[src/rtl/priority_shift_reg.sv]
// Priority-controlled WIDTH-bit register with a sequenced shift/rotate engine.
// Per-edge priority: clr > pre > load > running shift > start (idle) > hold.
module priority_shift_reg #(
   parameter int unsigned     WIDTH      = 8,
   parameter logic [WIDTH-1:0] PRESET_VAL = {WIDTH{1'b1}},
   parameter int unsigned     CNT_W      = 4
) (
   input  logic             clk,
   input  logic             clr,
   input  logic             pre,
   input  logic             load,
   input  logic [WIDTH-1:0] Din,
   input  logic             start,
   input  logic [1:0]       mode,
   input  logic [CNT_W-1:0] shift_cnt,
   input  logic             ser_in,
   output logic [WIDTH-1:0] Dout,
   output logic             ser_out,
   output logic             busy,
   output logic             done
);

   typedef enum logic [0:0] {StIdle, StRun} state_e;

   localparam logic [1:0] ModeShl  = 2'b00;
   localparam logic [1:0] ModeShr  = 2'b01;
   localparam logic [1:0] ModeRotl = 2'b10;
   localparam logic [1:0] ModeRotr = 2'b11;

   state_e           state_q, state_d;
   logic [CNT_W-1:0] rem_q, rem_d;
   logic [1:0]       mode_q, mode_d;
   logic [WIDTH-1:0] dout_q, dout_d;
   logic             ser_q, ser_d;
   logic             done_q, done_d;

   // One-step shift result for the latched mode, computed unconditionally.
   logic [WIDTH-1:0] shifted;
   logic             shifted_out;

   // Datapath for a single shift/rotate step.
   always_comb begin
      shifted     = dout_q;
      shifted_out = 1'b0;
      unique case (mode_q)
         ModeShl: begin
            shifted     = {dout_q[WIDTH-2:0], ser_in};
            shifted_out = dout_q[WIDTH-1];
         end
         ModeShr: begin
            shifted     = {ser_in, dout_q[WIDTH-1:1]};
            shifted_out = dout_q[0];
         end
         ModeRotl: begin
            shifted     = {dout_q[WIDTH-2:0], dout_q[WIDTH-1]};
            shifted_out = dout_q[WIDTH-1];
         end
         ModeRotr: begin
            shifted     = {dout_q[0], dout_q[WIDTH-1:1]};
            shifted_out = dout_q[0];
         end
         default: begin
            shifted     = dout_q;
            shifted_out = 1'b0;
         end
      endcase
   end

   // Next-state logic: priority chain of pre/load/shift/start, clr handled in the register.
   always_comb begin
      state_d = state_q;
      rem_d   = rem_q;
      mode_d  = mode_q;
      dout_d  = dout_q;
      ser_d   = ser_q;
      done_d  = 1'b0;

      if (pre) begin
         // Preset aborts any running sequence without a done pulse.
         dout_d  = PRESET_VAL;
         state_d = StIdle;
         rem_d   = '0;
      end else if (load) begin
         dout_d  = Din;
         state_d = StIdle;
         rem_d   = '0;
      end else if (state_q == StRun) begin
         dout_d = shifted;
         ser_d  = shifted_out;
         rem_d  = rem_q - CNT_W'(1);
         if (rem_q == CNT_W'(1)) begin
            state_d = StIdle;
            done_d  = 1'b1;
         end
      end else if (start) begin
         if (shift_cnt != '0) begin
            state_d = StRun;
            rem_d   = shift_cnt;
            mode_d  = mode;
         end else begin
            // Zero-length sequence completes immediately.
            done_d = 1'b1;
         end
      end
   end

   // State register with synchronous clear.
   always_ff @(posedge clk) begin
      if (clr) begin
         state_q <= StIdle;
         rem_q   <= '0;
         mode_q  <= ModeShl;
         dout_q  <= '0;
         ser_q   <= 1'b0;
         done_q  <= 1'b0;
      end else begin
         state_q <= state_d;
         rem_q   <= rem_d;
         mode_q  <= mode_d;
         dout_q  <= dout_d;
         ser_q   <= ser_d;
         done_q  <= done_d;
      end
   end

   // Outputs are direct register views.
   always_comb begin
      Dout    = dout_q;
      ser_out = ser_q;
      busy    = (state_q == StRun);
      done    = done_q;
   end

endmodule
[config.mk]
export PLATFORM = sky130hd
export DESIGN_NAME = priority_shift_reg
export DESIGN_NICKNAME = d
export VERILOG_FILES = /design/src/rtl/priority_shift_reg.sv
export SDC_FILE = /design/constraint.sdc
export NUM_CORES = 1
export LEC_CHECK = 0
export ABC_CLOCK_PERIOD_IN_PS = 1210
export CORE_UTILIZATION = 29
export CTS_CLUSTER_DIAMETER = 80
export DETAILED_ROUTE_END_ITERATION = 6
export SLEW_MARGIN = 15
export SYNTH_ARGS = -nofsm -noshare
export SYNTH_HDL_FRONTEND = slang
export SYNTH_SLANG_ARGS = --single-unit
[constraint.sdc]
create_clock -name clk -period 1.21 [get_ports clk]
set_input_delay 0.1815 -clock clk [delete_from_list [all_inputs] [get_ports clk]]
set_output_delay 0.1815 -clock clk [all_outputs]
set_load 0.02 [all_outputs]
# Word level (Yosys, flattened, before mapping)
# Cells that the tools add are included.
# totals
input_bits	20
regBits	17
out_inout_bits	11
wordCells	41
# classes
n_eq_ne	4
reduce_logical	11
addsub	1
bitwise	3
mux	16
# ops
operator	count
8-bit one-hot mux with 4 select lines	1
8-bit 2-to-1 mux	3
4-bit 2-to-1 mux	3
1-bit 2-to-1 mux	8
5-bit AND reduction	1
2-bit equality test, second input constant	2
4-bit by 1-bit equality test with 1-bit output, second input constant	1
2-bit nonzero test	2
4-bit nonzero test	1
2-bit OR reduction	2
4-bit by 1-bit subtractor with 4-bit output, second input constant	1
1-bit NOT	3
3-bit AND reduction	1
3-bit nonzero test	1
3-bit OR reduction	1
2-bit by 1-bit equality test with 1-bit output, second input constant	1
2-bit zero test	1
1-bit one-hot mux with 2 select lines	1
2-bit AND reduction	1

# Logic depth before layout (Yosys ltp)
# depth
ltp_word	5
ltp_mapped	5
depth_no_buf	5

# Worst setup path after synthesis
# Ideal clock, no wire load.
# synth_timing
kind	flip-flop to flip-flop
start	register state_q, in the netlist busy
end	register rem_q[3]
n_path_buf	0
t_arrival_ns	1.333
path_stages_with_launch	4
t_required_ns	1.140
setup_time_ns	0.070
synth_period_minus_slack_ns	1.402
path_slack_ns	-0.192
path_cell_list	dfxtp_1 > or4b_2 > a2bb2oi_1 > a21oi_1
# synth_between
elab_chain_len	2
elab_cells_between_ends	4
cone_classes	1 x mux; 3 x reduce/logical
# synth_rtl
item	line	source
start: declaration	30	state_e state_q, state_d;
start signal: assignment	110	state_q <= StIdle;
start signal: assignment	117	state_q <= state_d;
2-bit nonzero test (no line)	--	
2-bit AND reduction (no line)	--	
end signal: assignment	118	rem_q <= rem_d;
end: declaration	31	logic [CNT_W-1:0] rem_q, rem_d;
# Parallel ways exist; a longest one is shown, timed or not.
# A chain may end at the register's enable or synchronous reset.

# Worst setup path in the final report
# layout_timing
start	register rem_q[0]
end	register rem_q[3]
# layout_between
elab_chain_len	2
# layout_rtl
item	line	source
4-bit by 1-bit subtractor with 4-bit output	90	rem_d = rem_q - CNT_W'(1);
4-bit 2-to-1 mux	87	end else if (state_q == StRun) begin
# Every way passes these cells.

==> results.toml <==
[sta]
rsz0062_at_grt = "true"
final_min_period_over_clock_period = 1.01
setup_ws_ps = -17.6
setup_viol = 1
whs_ps = 431
clock_skew_ps = 16.5
max_slew_margin = 0.795
slew_viol_final = 0
hold_violations = 0
worst_slew_pin_slew_ps = 304
fin_crit_ps = 1230
fmax_ghz = 0.815

[drt]
vias_per_cell = 4.96
wl_per_cell_um = 13.6
wirelength_um = 2790
dr_wl_met3_um = 142
wl_met2_um = 1300
antenna_left = 0
wl_met1_um = 1310
drcViolationCount = 0
top_layer = "met4"
vias = 1017
drtPass1Iterations = 4
first_iter_violations = 23

[logic_synthesis]
netlist.area_leader.share = 0.354
yosys-top-cells-area = "dfxtp_1 35%, a21oi_1 12%, mux2_2 7.0%"
ys_ff_latch = 17
syn_area_per_cell_um2 = 8.67
synth.distinct_cells = 34
syn_inst = 111
ys_seq_area_frac = 0.354
synth_area_leader_cell = "dfxtp_1"
synth_area_um2 = 962
ys.warnings.count = 0
synth_fp_nets = 133

[final_layout]
area_growth_pct = 58.0
drive_above_1_share = 0.348
antenna_cells = 0
num-nets-final = 184
fin_area_um2 = 1520

[clock_tree]
clockBufferDepth = 2
htreeDepth = 1
cts_root_buffer = "clkbuf_4"
clock_latency_ps = 300
clkTransAtPathRegs_ps = 110
cts_tree = "done"
cts.sinks = 17
cts_made_buffers = 3
ctsHoldBuffers = 0

[worst_setup_path]
worstPathCellList = "or4b_4 -> a2bb2oi_2 -> a21oi_1"
arrival_ps = 1450
crit_path_start_kind = "register"
max_stage_delay_ps = 540
critical_path_class = "register to register"
cp-end-kind = "register"
worstPathMaxFanout = 2
critical-path-slowest-cell = "or4b_4"
crit_family = "simple AND/OR/NAND/NOR gates"
critPathBufInv = 0
worstPathRequired_ps = 1430

[floorplan]
fp.coreArea_um2 = 3100
die_area_um2 = 3550
fp.dieH_um = 59.6
start_util = 0.310
fp-row-count = 20
die_w_um = 59.6
io_pins = 31

[placed_design]
hpwl_um = 2070
dpl_cell_area_um2 = 1460
port_buffers = 30
gp_congestion = 0.812
place_ws_ps = -499

[power]
cellLeakagePower_nw = 0.608
powerDensity_nw_per_um2 = 830
vdd_drop_max_uv = 615

[grt]
grt_pass1_vias = 956
grt_max_degree = 15
grt_remaining_overflow = 0
antenna_found_initial = 0
grt_pass1_wl_um = 4430
grt_use_total = 0.166

[status]
violations = "negative setup slack"
status = "complete, but fails checks"

[hold_path]
holdCritPathClass = "primary input to register"

[job]
drv_cap = 0
-- per-layer routing --
metal,vias to the layer above,global-route usage
met1,474,0.230
met2,24,0.258
met3,2,0.0415
met4,0,0.0399
li1,517,-
met5,-,0
-- worst register-to-register path, stage by stage, from the launching register on --
cell and delay (ps):
dfxtp_2 340, or4b_4 540, a2bb2oi_2 140, a21oi_1 120
-- state kept, by name, summed over array words and instances (netlist names) --
register / flops
rem_q: 4
ser_out: 1
done: 1
Dout: 8
mode_q: 2
busy: 1
-- Yosys cell counts --
library cell	number
a21oi_1	24
dfxtp_1	17
nor3b_1	8
mux2_2	6
a211oi_1	5
inv_1	5
nand2b_1	5
clkbuf_1	4
buf_2	3
mux2i_1	3
nor2b_1	3
a2bb2oi_1	2
ha_1	2
nand2_1	2
nor2_1	2
o211ai_1	2
a21o_1	1
a221oi_1	1
a311oi_1	1
a31o_1	1
and2_1	1
and3_2	1
buf_1	1
nor3_1	1
nor4_1	1
nor4bb_1	1
o21ai_0	1
o22ai_1	1
o311ai_0	1
o32ai_1	1
or2_2	1
or3_1	1
or4_4	1
or4b_2	1
-- cells in the final DEF, fill, tap and decap left out, types with 2 or more instances in the layout --
cell type        Yosys  routed
a21oi_1             24      24
buf_4                0      23
clkdlybuf4s50_1      0      15
dfxtp_1             17      14
dlygate4sd2_1        0       8
mux2_2               6       6
nor3b_1              8       6
clkbuf_2             0       6
inv_1                5       5
nand2b_1             5       5
a211oi_1             5       4
mux2i_1              3       3
clkbuf_4             0       3
nor2_1               2       2
nor2b_2              0       2
nand2_1              2       2
o211ai_1             2       2
nor3b_2              0       2
ha_1                 2       2
dfxtp_4              0       2
clkdlybuf4s15_1      0       2
-- kinds of logic after synthesis --
logic type | count (synthesis) | share of synthesized area
and+or+nand+nor | 29 | 0.202
AOI/OAI and AO/OA | 41 | 0.263
adders and majority gates | 2 | 0.0260
buffers and inverters | 13 | 0.0546
muxes | 9 | 0.101
DFF | 17 | 0.354
-- final timing paths --
kind	startpoint	end	slack, ps	cells past startpoint
setup / recovery	rem_q[0]$_SDFFE_PP0P_	rem_q[3]$_SDFFE_PP0P_	-20	3
hold / removal	shift_cnt[2]	rem_q[2]$_SDFFE_PP0P_	430	4
setup reg to reg	rem_q[0]$_SDFFE_PP0P_	rem_q[3]$_SDFFE_PP0P_	-20	3
hold reg to reg	mode_q[1]$_SDFFE_PP0P_	mode_q[1]$_SDFFE_PP0P_	540	2
-- final cells by class --
cell class	instances	area, um^2
fill	314	1580
clock buffer	3	22.5
sequential	17	349
timing repair buffer	54	443
inverter	5	18.8
multi-input combinational	81	627
clock inverter	1	5.00
tap	44	55.1
-- per-stage QoR --
step                total power [W]  utilization  setup TNS (ps)  std cells
floorplan                  0.000777            -               0        111
global placement           0.000965        0.472           -4650        200
detailed placement         0.000972        0.472           -5050        200
CTS                         0.00126        0.483               0        204
global route                0.00133        0.490           -32.3        205
finish                      0.00126        0.490           -17.6        205
-- power by group --
part           total (W)  leakage [nW]  internal [W]  switching [W]
clock           0.000309        0.0177      0.000123       0.000186
combinational   0.000342         0.448      0.000190       0.000152
sequential      0.000610         0.142      0.000584      0.0000255
total            0.00126         0.608      0.000897       0.000364
-- repair_timing --
action	in CTS	in global routing
gates resized for setup	25	16
gates cloned	0	0
setup endpoints to repair	26	19
pin swaps	5	0
buffers inserted	0	1
Note: power is estimated with default switching activity, not from simulation.
